==> config.mk <==
export PLATFORM = sky130hd
export DESIGN_NAME = mips_mc_ctrl_hs
export DESIGN_NICKNAME = d
export VERILOG_FILES = /design/src/rtl/mips_mc_ctrl_hs.sv
export SDC_FILE = /design/constraint.sdc
export NUM_CORES = 1
export LEC_CHECK = 0
export ABC_AREA = 1
export BUFFER_PORTS_ARGS = -buffer_cell sky130_fd_sc_hd__buf_2
export CAP_MARGIN = 25
export CORE_ASPECT_RATIO = 0.5
export CORE_MARGIN = 3
export CORE_UTILIZATION = 55
export DETAILED_ROUTE_END_ITERATION = 8
export PLACE_DENSITY = 0.82
export SETUP_SLACK_MARGIN = 0.1
export SYNTH_ARGS = -nofsm -noshare
export SYNTH_HDL_FRONTEND = slang
export SYNTH_SLANG_ARGS = --single-unit
==> constraint.sdc <==
create_clock -name clk -period 2.15 [get_ports clk]
set_input_delay 0.215 -clock clk [delete_from_list [all_inputs] [get_ports clk]]
set_output_delay 0.215 -clock clk [all_outputs]
set_load 0.03 [all_outputs]
==> src/rtl/mips_mc_ctrl_hs.sv <==
// Multi-cycle MIPS control FSM with memory ready handshake, access timeout trap,
// and retire/cycle counters. Control outputs decode combinationally from the state.
module mips_mc_ctrl_hs #(
  parameter int MEM_HS   = 1,
  parameter int WAIT_MAX = 15,
  parameter int CNT_W    = 32
) (
  input  logic             clk,
  input  logic             rst,
  input  logic [5:0]       opCode,
  input  logic [5:0]       funct,
  input  logic             mem_ready,
  output logic             pcWrite,
  output logic             pcConditional,
  output logic             pcCondNE,
  output logic             IorD,
  output logic             memRead,
  output logic             memWrite,
  output logic             IRWrite,
  output logic             regWrite,
  output logic             ALUSrcA,
  output logic [1:0]       regDst,
  output logic [1:0]       memtoreg,
  output logic [1:0]       ALUSrcB,
  output logic [1:0]       ALUOp,
  output logic [1:0]       PCSrc,
  output logic [3:0]       state,
  output logic             retire,
  output logic             trap,
  output logic [CNT_W-1:0] cycle_cnt,
  output logic [CNT_W-1:0] instr_cnt
);

  typedef enum logic [3:0] {
    S_FETCH  = 4'd0,  S_DECODE = 4'd1,  S_MEMADR = 4'd2,  S_MEMRD  = 4'd3,
    S_MEMWB  = 4'd4,  S_MEMWR  = 4'd5,  S_REXE   = 4'd6,  S_RWB    = 4'd7,
    S_BEQ    = 4'd8,  S_BNE    = 4'd9,  S_JMP    = 4'd10, S_ADDIEX = 4'd11,
    S_ADDIWB = 4'd12, S_JAL    = 4'd13, S_JR     = 4'd14, S_TRAP   = 4'd15
  } state_t;

  localparam logic [5:0] OP_RTYPE = 6'b000000;
  localparam logic [5:0] OP_LW    = 6'b100011;
  localparam logic [5:0] OP_SW    = 6'b101011;
  localparam logic [5:0] OP_BEQ   = 6'b000100;
  localparam logic [5:0] OP_BNE   = 6'b000101;
  localparam logic [5:0] OP_J     = 6'b000010;
  localparam logic [5:0] OP_JAL   = 6'b000011;
  localparam logic [5:0] OP_ADDI  = 6'b001000;
  localparam logic [5:0] FN_JR    = 6'b001000;

  state_t           r_state;
  logic [7:0]       r_wait;
  logic [CNT_W-1:0] r_cycle_cnt;
  logic [CNT_W-1:0] r_instr_cnt;
  logic             w_ready;
  logic             w_mem_state;
  logic             w_timeout;
  logic             w_retire;

  // Handshake: a memory state holds its request (memRead/memWrite) every cycle
  // until mem_ready is seen high; that cycle completes the access and the FSM
  // moves on. With MEM_HS=0 every access completes in its first cycle.
  assign w_ready     = (MEM_HS == 0) ? 1'b1 : mem_ready;
  assign w_mem_state = (r_state == S_FETCH) || (r_state == S_MEMRD) ||
                       (r_state == S_MEMWR);
  assign w_timeout   = (MEM_HS != 0) && w_mem_state && !mem_ready &&
                       (r_wait == 8'(WAIT_MAX));

  always_comb begin
    w_retire = 1'b0;
    case (r_state)
      S_MEMWB, S_RWB, S_BEQ, S_BNE, S_JMP, S_JR, S_ADDIWB, S_JAL: w_retire = 1'b1;
      S_MEMWR: w_retire = w_ready;
      default: w_retire = 1'b0;
    endcase
  end

  always_ff @(posedge clk or negedge rst) begin
    if (!rst) begin
      r_state     <= S_FETCH;
      r_wait      <= 8'd0;
      r_cycle_cnt <= '0;
      r_instr_cnt <= '0;
    end else begin
      if (r_state != S_TRAP) r_cycle_cnt <= r_cycle_cnt + CNT_W'(1);
      if (w_retire)          r_instr_cnt <= r_instr_cnt + CNT_W'(1);
      // The wait counter only runs while an access is stalled; leaving a memory
      // state or completing an access leaves it at zero for the next access.
      if (w_mem_state && !w_ready) r_wait <= r_wait + 8'd1;
      else                         r_wait <= 8'd0;
      case (r_state)
        S_FETCH: begin
          if (w_timeout)    r_state <= S_TRAP;
          else if (w_ready) r_state <= S_DECODE;
        end
        S_DECODE: begin
          case (opCode)
            OP_RTYPE:     r_state <= (funct == FN_JR) ? S_JR : S_REXE;
            OP_LW, OP_SW: r_state <= S_MEMADR;
            OP_BEQ:       r_state <= S_BEQ;
            OP_BNE:       r_state <= S_BNE;
            OP_J:         r_state <= S_JMP;
            OP_JAL:       r_state <= S_JAL;
            OP_ADDI:      r_state <= S_ADDIEX;
            default:      r_state <= S_TRAP;
          endcase
        end
        S_MEMADR: r_state <= (opCode == OP_LW) ? S_MEMRD : S_MEMWR;
        S_MEMRD: begin
          if (w_timeout)    r_state <= S_TRAP;
          else if (w_ready) r_state <= S_MEMWB;
        end
        S_MEMWR: begin
          if (w_timeout)    r_state <= S_TRAP;
          else if (w_ready) r_state <= S_FETCH;
        end
        S_REXE:   r_state <= S_RWB;
        S_ADDIEX: r_state <= S_ADDIWB;
        S_TRAP:   r_state <= S_TRAP;
        default:  r_state <= S_FETCH;
      endcase
    end
  end

  always_comb begin
    pcWrite = 1'b0; pcConditional = 1'b0; pcCondNE = 1'b0; IorD = 1'b0;
    memRead = 1'b0; memWrite = 1'b0; IRWrite = 1'b0; regWrite = 1'b0;
    ALUSrcA = 1'b0; regDst = 2'b00; memtoreg = 2'b00; ALUSrcB = 2'b00;
    ALUOp = 2'b00; PCSrc = 2'b00;
    case (r_state)
      S_FETCH: begin
        memRead = 1'b1; ALUSrcB = 2'b01;
        IRWrite = w_ready; pcWrite = w_ready;
      end
      S_DECODE: ALUSrcB = 2'b11;
      S_MEMADR: begin ALUSrcA = 1'b1; ALUSrcB = 2'b10; end
      S_MEMRD:  begin memRead = 1'b1; IorD = 1'b1; end
      S_MEMWB:  begin regWrite = 1'b1; memtoreg = 2'b01; end
      S_MEMWR:  begin memWrite = 1'b1; IorD = 1'b1; end
      S_REXE:   begin ALUSrcA = 1'b1; ALUOp = 2'b10; end
      S_RWB:    begin regWrite = 1'b1; regDst = 2'b01; end
      S_BEQ:    begin ALUSrcA = 1'b1; ALUOp = 2'b01; PCSrc = 2'b01; pcConditional = 1'b1; end
      S_BNE:    begin ALUSrcA = 1'b1; ALUOp = 2'b01; PCSrc = 2'b01; pcCondNE = 1'b1; end
      S_JMP:    begin pcWrite = 1'b1; PCSrc = 2'b10; end
      S_JR:     begin pcWrite = 1'b1; PCSrc = 2'b11; end
      S_ADDIEX: begin ALUSrcA = 1'b1; ALUSrcB = 2'b10; end
      S_ADDIWB: regWrite = 1'b1;
      S_JAL: begin
        regWrite = 1'b1; regDst = 2'b10; memtoreg = 2'b10;
        pcWrite = 1'b1; PCSrc = 2'b10;
      end
      default: ;
    endcase
  end

  assign state     = r_state;
  assign retire    = w_retire;
  assign trap      = (r_state == S_TRAP);
  assign cycle_cnt = r_cycle_cnt;
  assign instr_cnt = r_instr_cnt;

endmodule

# Word-level counts from Yosys, hierarchy flattened
# Index checks and enable logic that the tools add are counted.
[totals]
in_bits = 15
memories = 0
mem_bits_rw = 0
regBits = 76
rom_bits = 0
out_inout_bits = 89
latch_bits = 0
[op_classes]
div_mod_pow = 0
n_bitwise = 0
order_cmp = 0
n_eq_ne = 28
add_sub_neg = 3
n_mux = 26
n_mul = 0
shift = 0
n_reduce_logical = 18
[op_table]
columns = ["operator", "count"]
rows = [
  ["adder 32 x 1 -> 32 bit, second input constant", 2],
  ["== test 4 bit, second input constant", 8],
  ["case mux 4 bit (8 select lines)", 1],
  ["two-way mux 4 bit", 7],
  ["case mux 4 bit (7 select lines)", 1],
  ["== test 4 x 3 -> 1 bit, second input constant", 4],
  ["== test 6 x 2 -> 1 bit, second input constant", 2],
  ["== test 6 x 3 -> 1 bit, second input constant", 2],
  ["== test 6 x 4 -> 1 bit, second input constant", 2],
  ["== test 6 bit, second input constant", 2],
  ["case mux 2 bit (2 select lines)", 3],
  ["case mux 2 bit (3 select lines)", 2],
  ["OR reduction 2 bit", 6],
  ["inequality test 3 bit, second input constant", 3],
  ["adder 8 x 1 -> 8 bit, second input constant", 1],
  ["== test 4 x 2 -> 1 bit, second input constant", 2],
  ["== test 8 x 4 -> 1 bit, second input constant", 1],
  ["two-way mux 1 bit", 8],
  ["two-way mux 8 bit", 1],
  ["OR reduction 8 bit", 1],
  ["logical NOT 6 bit", 1],
  ["OR reduction 5 bit", 1],
  ["== test 4 x 1 -> 1 bit, second input constant", 1],
  ["logical NOT 4 bit", 1],
  ["9 further kinds", 12],
]

# Longest topological paths before layout
[logic_depth]
ltp_word = 7
depth_mapped = 12
mapped_depth_nobuf = 12

# Worst setup path before layout
# Ideal clock, no wire load.
[synth_path]
path_type = "register to output"
from = "reg r_state[0], in the netlist state[0]"
to = "out pcWrite"
stages_incl_launch_ff = 8
setup_slack_ps = -5
required_time_ps = 1935
t_arrival_ps = 1940
path_cell_list = "dfrtp_1 > inv_1 > nor2_1 > inv_1 > nor2_1 > inv_1 > nand2_1 > or2_2"
[synth_between]
elab_chain_cells = 3
word_cells_on_any_way = 6
classes_between = "eq/ne (3); mux (1); reduce/logical (2)"
[synth_lines]
columns = ["item", "line_no", "rtl"]
rows = [
  ["from (decl)", "51", "state_t r_state;"],
  ["from (signal assigned)", "98", "OP_RTYPE: r_state <= (funct == FN_JR) ? S_JR : S_REXE;"],
  ["from (signal assigned)", "108", "S_MEMADR: r_state <= (opCode == OP_LW) ? S_MEMRD : S_MEMWR;"],
  ["== test 4 bit", "130", "case (r_state)"],
  ["OR reduction 3 bit (no source line)", "n/a", ""],
  ["case mux 1 bit (2 select lines) *", "130", ""],
  ["to (decl)", "13", "output logic pcWrite,"],
]
# Every way passes the cells marked *; elsewhere a longest branch is shown, timed or not.

# Final worst setup path
[layout_path]
from = "reg r_state[1], in the netlist state[1]"
to = "out retire"
[layout_between]
elab_chain_cells = 3
word_cells_on_any_way = 11
classes_between = "eq/ne (9); mux (1); reduce/logical (1)"
[layout_lines]
columns = ["item", "line_no", "rtl"]
rows = [
  ["== test 4 bit / == test 4 x 3 -> 1 bit (equally long branches)", "71", "case (r_state)"],
  ["OR reduction 8 bit", "71", ""],
  ["case mux 1 bit (2 select lines) *", "71", ""],
  ["to (decl)", "28", "output logic retire,"],
]
# Marks and branches as above.

==> impl_metrics.yaml <==
die:
  pin_count: 104
  rows: 23
  start_util_pct: 57.93
  die_x_um: 137.4
  coreArea_mm2: 0.008202
  dieArea_mm2: 0.009857
  dieHeight_um: 71.72
grt:
  grt_pass1_vias: 4445
  antenna_found_initial: 0
  grt_pass1_wl_mm: 21.31
  grt_max_degree: 37
  grt.total_usage_pct: 26.91
  grt-ovfl-total: 0
drt:
  first_pass_iters: 5
  drc: 0
  totalWireLength_mm: 12.67
  via_count: 4773
  routedWlPerCell_um: 14.05
  viasPerCell: 5.292
  dr.first_iter.drc_count: 403
  detail-route-antenna-nets: 0
sta:
  final.setup.tns_ns: 0
  fmaxAchievable_mhz: 494.4
  hold_viol: 0
  slew_violations: 0
  maxSlewHeadroom_pct: 64.20
  rsz0062_at_grt: "true"
  tightest_slew_ns: 0.5329
  setup_viol: 0
  worst_slack_ns: 0.1273
  skew_ns: 0.007859
  period_needed_ns: 2.023
  finalCritPeriodShare_pct: 94.08
logic_synthesis:
  synth.distinct_cells: 36
  synthTopCellsByCount: "203 x nand2_1, 102 x nor2_1, 85 x inv_1"
  synth_area_leaders: "dfrtp_1 40%, nand2_1 16%, nor2_1 8.1%, inv_1 6.7%, xor2_1 6.5%"
  synth_top_area_share_pct: 40.03
  synthCells: 671
  synthesis.nets: 689
  synthArstFlopShare_pct: 100.0
  yosysWarnings: 0
  yosys.cell_count.top_type: "nand2_1"
  yosysTopAreaCell: "dfrtp_1"
  synthFlopType: "dfrtp_1"
  syn_avg_cell_area_um2: 7.080
  yosys_register_bits: 76
  synth_edf_count: 0
  synth.cell_area_mm2: 0.004751
  synth-seq-area-share_pct: 40.03
clock_tree:
  cts_buffer_depth: 2
  cts_made_buffers: 9
  root_buffer: "clkbuf_16"
  cts_tree: "done"
  htreeDepth: 3
  clk_pin_slew_worst_paths_ns: 0.06
  clock_sinks: 76
  clock_latency_ns: 0.34
power:
  leakagePower_nw: 2.982
  power_frac_comb_pct: 2.2
  p_sw_uw: 646.1
  clock_power_share_pct: 52.0
  seq_power_share_pct: 45.8
  p_int_mw: 2.474
  vdd_drop_max_uv: 356.7
  p_total_mw: 3.120
  swShare_pct: 20.71
  pwr_density_cell_mw_per_mm2: 542.1
setup_path:
  cp_common_cell: "nand2_1"
  r2r_start: "state[3]$_DFFE_PN0P_"
  arrival_ns: 1.81
  path_max_fanout: 12
  r2r_cells: 9
  cp-start-kind: "register"
  cp-end-kind: "output port"
  worstSetupPathType: "reg2out"
  crit_path_cell_trace: "nand2_1, inv_2, nand2_1, nand4_1, nand2_4, buf_2"
  r2r_setup_slack_ns: 0.25
  r2r_end: "cycle_cnt[18]$_DFFE_PN0N_"
  required_ns: 1.93
  max_stage_delay_ns: 0.47
  crit_slowest_cell: "dfrtp_2"
placement:
  gp_congestion: 0.9414
  dp.cells: 885
  dp_hpwl_mm: 9.749
  port_buffers: 103
  dp_slack_ns: 0.2863
cells_and_area:
  area_growth_syn_to_layout_pct: 21.15
  num_antenna_cells: 0
  fin_cells: 902
  utilization_pct: 70.18
  drive_above_1_share_pct: 19.49
  final_nets: 803
status:
  status: "complete, no violations"
hold_path:
  hp-class: "in2reg"
  hold_depth: 4
  worstHoldEndpoint: "state[2]$_DFFE_PN0P_"
  min_from: "mem_ready"
job:
  cap_viol_max_count: 0
cells in the final DEF, fill, tap and decap left out, types with 4 or more instances in the layout:
cell type and instances:
buf_4 6, dfrtp_1 73, o21ai_1 14, clkbuf_16 9
o21ai_0 17, nand2_1 203, nor2_2 8, nand4_1 18
xor2_1 35, and3_1 5, inv_1 85, nor3_1 27
xnor2_1 14, nand3_1 29, clkbuf_8 4, buf_2 102
a21oi_1 4, nor2_1 96
area by class of cell:
class,instances,area (µm²)
Clock inverter,3,42.54
Multi-Input combinational cell,501,2490
Inverter,88,331.6
Fill cell,677,2446
Clock buffer,13,280.3
Timing Repair Buffer,109,565.5
Sequential cell,76,1906
Tap cell,112,140.1
power groups by stage:
stage | combinational [mW] | sequential (mW) | clock (mW)
2_1_floorplan | 0.0152 | 1.46 | 0
3_5_place_dp | 0.0680 | 1.46 | 0
3_3_place_gp | 0.0654 | 1.46 | 0
4_1_cts | 0.0697 | 1.43 | 1.63
5_1_grt | 0.0794 | 1.43 | 1.69
6_report | 0.0675 | 1.43 | 1.62
through the flow:
stage / hold slack [ns] / instance area [µm²]
finish: 0.2086 / 5756
global route: 0.2288 / 5756
CTS: 0.1959 / 5737
detailed placement: 0.1977 / 5401
global placement: 0.2021 / 5401
floorplan: -0.08059 / 4753
cells by family (layout without fill, tap and decap cells):
kind of cell	Yosys count	in the layout	share of synthesized area, %
and+or+nand+nor	408	408	37.40
AOI/OAI and AO/OA	40	40	4.425
buffers and inverters	94	213	7.980
xor gates and xnor gates	50	50	9.376
DFF	76	76	40.03
adders and majority gates	3	3	0.7902
state kept, by name (all words and copies together) (netlist names):
name	cells
cycle_cnt	32
instr_cnt	32
r_wait	8
state	4
timing repair:
action	CTS	global route
buffers inserted	0	0
hold buffers	1	0
resized for setup	1	8
setup endpoints to repair	1	5
endpoints found under the hold margin	33	0
per-layer routing:
layer	vias to the layer above	global-route usage [%]	share of wire, %
met3	18	6.241	6.8
met1	2244	36.82	46
li1	2334	-	-
met5	-	0	0
met4	0	8.186	1.5
met2	177	42.93	46
worst max-delay path by stage:
| stage | start | end | slack, ns |
|---|---|---|---|
| 2_1_floorplan | state[0]$_DFFE_PN0P_ | pcWrite | 0.16 |
| 3_3_place_gp | state[0]$_DFFE_PN0P_ | instr_cnt[6]$_DFFE_PN0P_ | 0.35 |
| 3_5_place_dp | state[1]$_DFFE_PN0P_ | instr_cnt[2]$_DFFE_PN0P_ | 0.29 |
| 4_1_cts | state[0]$_DFFE_PN0P_ | pcWrite | 0.11 |
| 5_1_grt | state[1]$_DFFE_PN0P_ | retire | 0.07 |
| 6_report | state[1]$_DFFE_PN0P_ | retire | 0.13 |
worst max-delay path, delay by kind of cell (launching register included):
kind	cells	cell delay, ns
simple gates	4	0.66
flops	1	0.47
buf+inv	2	0.33
No activity file was read; power rests on OpenSTA's default activity.
